`src/rtl/id_ex_skid.sv`:
```
// id_ex_skid: two-entry skid buffer between decode and execute.
// Ports:
//   clk, rst_n (sync, active-low), flush
//   in_valid/in_ready, id_instr/id_a/id_b, id_invA/id_invB/id_Cin  - decode side
//   out_valid/out_ready, ex_instr/ex_a/ex_b, ex_invA/ex_invB/ex_Cin - execute side
//   stall_cnt, flush_cnt - saturating counters, present only with ID_EX_SKID_STAT_EN
module id_ex_skid (
    input  logic        clk,
    input  logic        rst_n,
    input  logic        flush,
    input  logic        in_valid,
    output logic        in_ready,
    input  logic [15:0] id_instr,
    input  logic [15:0] id_a,
    input  logic [15:0] id_b,
    input  logic        id_invA,
    input  logic        id_invB,
    input  logic        id_Cin,
    output logic        out_valid,
    input  logic        out_ready,
    output logic [15:0] ex_instr,
    output logic [15:0] ex_a,
    output logic [15:0] ex_b,
    output logic        ex_invA,
    output logic        ex_invB,
    output logic        ex_Cin
`ifdef ID_EX_SKID_STAT_EN
    ,
    output logic [15:0] stall_cnt,
    output logic [15:0] flush_cnt
`else
`endif
);
    typedef enum logic [1:0] {EMPTY, ONE, FULL} state_t;
    localparam logic [50:0] NOP = {16'h0800, 35'd0};
    state_t      state_q;
    logic [50:0] main_q, skid_q, in_pay;
    logic        acc, cons;
    assign in_pay    = {id_instr, id_a, id_b, id_invA, id_invB, id_Cin};
    assign in_ready  = state_q != FULL;
    assign out_valid = state_q != EMPTY;
    assign acc       = in_valid && in_ready;
    assign cons      = out_valid && out_ready;
    // main_q is reloaded with NOP whenever it empties, so outputs come straight from it
    assign {ex_instr, ex_a, ex_b, ex_invA, ex_invB, ex_Cin} = main_q;
    always_ff @(posedge clk) begin
        if (!rst_n) begin
            state_q <= EMPTY;
            main_q  <= NOP;
            skid_q  <= '0;
        end else if (flush) begin
            state_q <= EMPTY;
            main_q  <= NOP;
        end else begin
            case (state_q)
                EMPTY: if (acc) begin
                    main_q  <= in_pay;
                    state_q <= ONE;
                end
                ONE: begin
                    if (acc && cons) main_q <= in_pay;
                    else if (acc) begin
                        skid_q  <= in_pay;
                        state_q <= FULL;
                    end else if (cons) begin
                        main_q  <= NOP;
                        state_q <= EMPTY;
                    end
                end
                FULL: if (cons) begin
                    main_q  <= skid_q;
                    state_q <= ONE;
                end
                default: begin
                    main_q  <= NOP;
                    state_q <= EMPTY;
                end
            endcase
        end
    end
`ifdef ID_EX_SKID_STAT_EN
    logic [15:0] stall_cnt_q, flush_cnt_q;
    assign stall_cnt = stall_cnt_q;
    assign flush_cnt = flush_cnt_q;
    always_ff @(posedge clk) begin
        if (!rst_n) begin
            stall_cnt_q <= '0;
            flush_cnt_q <= '0;
        end else begin
            if (in_valid && !in_ready && stall_cnt_q != 16'hFFFF) stall_cnt_q <= stall_cnt_q + 16'd1;
            if (flush && out_valid && flush_cnt_q != 16'hFFFF) flush_cnt_q <= flush_cnt_q + 16'd1;
        end
    end
`else
`endif
endmodule

```
`config.mk`:
```
export PLATFORM = sky130hd
export DESIGN_NAME = id_ex_skid
export DESIGN_NICKNAME = d
export VERILOG_FILES = /design/src/rtl/id_ex_skid.sv
export SDC_FILE = /design/constraint.sdc
export NUM_CORES = 1
export LEC_CHECK = 0
export ABC_AREA = 1
export CAP_MARGIN = 10
export CORE_MARGIN = 2
export CORE_UTILIZATION = 43
export DETAILED_ROUTE_END_ITERATION = 8
export HOLD_SLACK_MARGIN = 0.02
export MAX_ROUTING_LAYER = met4
export PLACE_DENSITY = 0.68
export SETUP_SLACK_MARGIN = 0.4
export SLEW_MARGIN = 10
export SYNTH_ARGS = -nofsm -noshare
export SYNTH_HDL_FRONTEND = slang
export SYNTH_SLANG_ARGS = --single-unit
export TNS_END_PERCENT = 20
```
`constraint.sdc`:
```
create_clock -name clk -period 1.9 [get_ports clk]
set_input_delay 0.19 -clock clk [delete_from_list [all_inputs] [get_ports clk]]
set_output_delay 0.19 -clock clk [all_outputs]
set_load 0.05 [all_outputs]
```
==> impl_metrics.yaml <==
status:
  outcome: "finished, final reports clean"
clocking:
  insertion_delay_ns: 0.36
  clk_pin_slew_ns: 0.11
  numCtsBuffers: 9
  clockBufferDepth: 2
  cts-root-buf: "clkbuf_8"
  cts_sinks: 104
  tritoncts: "yes"
  cts.hold.buffers_added: 0
  cts_htree_levels: 3
finish:
  fillCellCount: 994
  drive_gt1_share_pct: 6.709
  fin_nets: 841
  final_cell_area_um2: 6097
  utilization_pct: 58.80
  area_growth_pct: 32.53
  antennaDiodeCount: 0
grt:
  grt_antenna_before_repair: 0
  gr-usage-all-layers_pct: 23.22
  overflow: 0
  grt_pass1_vias: 4515
  grt_first_pass_wirelength_mm: 21.10
  grt_max_degree: 52
floorplanning:
  rows: 37
  initial_core_util_pct: 44.37
  die_h_um: 107.4
  io_pins: 109
  coreArea_um2: 10370
  die-area_um2: 11540
  die_w_um: 107.4
worst_setup_path:
  crit_slowest_cell: "clkdlybuf4s50_1"
  r2r_slack_ns: 0.39
  r2r_end: "main_q[33]"
  crit_chain: "clkdlybuf4s50_1"
  critPathLaunch: "main_q[25]"
  path_depth: 1
  cp-start-kind: "flop"
  cp_data_required_time_ns: 1.71
  crit_buf_inv: 1
  path_delay_family: "buffers and inverters"
  endpoint_kind: "output port"
  ff2ff_path_depth: 7
  cp_max_fo: 2
  cp.arrival_ns: 1.53
  criticalPathCategory: "flop to output port"
  cp-endpoint: "ex_a[6]"
  r2r-start: "state_q[1]"
  critical_path.max_stage_delay_ns: 0.82
routing:
  first_pass_iters: 5
  vias: 4848
  detail-route-antenna-nets: 0
  drc: 0
  drtIter0Drc: 236
  wl_per_cell_um: 13.70
  viasPerCell: 5.235
  wirelength_mm: 12.69
pwr:
  power_uw: 4490
  p_leak_uw: 0.002636
  vdd_drop_max_uv: 350.7
  power_density_nw_per_um2: 736.5
logic_synthesis:
  synth-edff-count: 0
  syn_nets: 749
  syn_avg_cell_area_um2: 6.639
  seq_area_frac_synth_pct: 45.25
  yosysMostFrequentCell: "nand2_1"
  synth_area_um2: 4601
  synth.top_cell.area_share_pct: 45.25
  synthCells: 693
  ys_ff_latch: 104
  synth_top_area_cell: "dfxtp_1"
  async_reset_ff_share_pct: 0
  yosysWarnings: 0
  ys_types: 16
  synth_commonest_cells: "nand2_1, nor2_1, dfxtp_1, nand3_1"
  ys.flop_type: "dfxtp_1"
  yosys-top-cells-area: "dfxtp_1, nand2_1, nand3_1"
timing:
  rsz0062_at_grt: "yes"
  setup_viol: 0
  clock.fmax_mhz: 582.5
  min_period_ns: 1.717
  skew_ns: 0.01518
  hold_viol_final: 0
  fin_tns_setup_ns: 0
  fin_crit_sh_pct: 90.36
  maxSlewHeadroom_pct: 65.96
  report.final.slew_viol_count: 0
  worst_slew_pin_slew_ns: 0.5090
place:
  dpl_cell_area_um2: 5863
  numPortBuffers: 108
  place_congestion: 0.8111
  dp.final_hpwl_mm: 8.627
flow_run:
  cap_violations: 0
min_path:
  hp-class: "flop to flop"
  hold_start: "main_q[36]"
[cell type report]
type	instances	area [µm²]	area share, %
tap	136	170.2	2.791
clock buffer	10	137.6	2.257
inverter	11	43.79	0.7182
clock inverter	6	73.82	1.211
multi-input combinational	528	2288	37.53
timing repair buffer	131	1296	21.26
sequential	104	2087	34.23
[kinds of logic after synthesis]
kind of cell	Yosys count	share of synthesized area [%]
buffers and inverters	61	5.548
AOI/OAI and AO/OA	106	11.53
and+or+nand+nor	422	37.67
DFF	104	45.25
[worst min-delay path: cells and delay by family (launching register included)]
| family | cells | cell delay, ns |
|---|---|---|
| AOI/OAI and AO/OA | 1 | 0.05 |
| DFF | 1 | 0.32 |
| and+or+nand+nor | 1 | 0.06 |
[power breakdown]
group          leakage, µW  internal [µW]  total, µW  switching (µW)
Sequential        0.000844           2240       2270            33.4
Combinational      0.00168            291        773             482
Clock             0.000108            665       1450             783
Total              0.00264           3190       4490            1300
[sequential cells by signal (all words and copies together) (netlist names)]
signal   count
skid_q      51
main_q      51
state_q      2
[layer usage]
metal | up-vias | GRT usage [%] | wire length, µm
met5 | - | - | 0
met4 | 0 | 6.593 | 106
met3 | 9 | 2.603 | 737
met2 | 145 | 40.33 | 6131
met1 | 2270 | 28.66 | 5714
li1 | 2424 | - | -
[worst min path at each step]
stage                     slack (ns)  cells after the start    endpoint
after floorplan                 0.33                      2  skid_q[50]
after global placement          0.45                      2   main_q[1]
after detailed placement        0.45                      2  main_q[41]
after CTS                       0.47                      2   main_q[5]
after global routing            0.49                      2   main_q[1]
final                           0.47                      2  main_q[36]
[stage by stage]
stage          cells  hold WS [ns]  setup WS (ns)
3_5_place_dp     910        0.4545         0.1565
4_1_cts          926        0.4711         0.1773
6_report         926        0.4697         0.1833
3_3_place_gp     910        0.4546         0.2107
5_1_grt          926        0.4880         0.1626
2_1_floorplan    693        0.3257         0.5288
[what timing repair did]
| item | in CTS | in global routing |
|---|---|---|
| hold endpoints to repair | 0 | 0 |
| gates resized for setup | 27 | 20 |
| setup buffers | 0 | 0 |
| setup endpoints to repair | 137 | 132 |
[layout by cell type, fill, tap and decap left out, types with 4 or more instances in the layout]
cell	instances
clkdlybuf4s50_1	69
clkbuf_8	10
a21oi_1	53
inv_1	6
dlymetal6s2s_1	11
dfxtp_1	102
nand3_1	104
nand2_1	208
buf_4	19
nor2_4	4
o21ai_0	52
dlygate4sd2_1	26
nor2_1	104
Note: power is estimated with default switching activity, not from simulation.
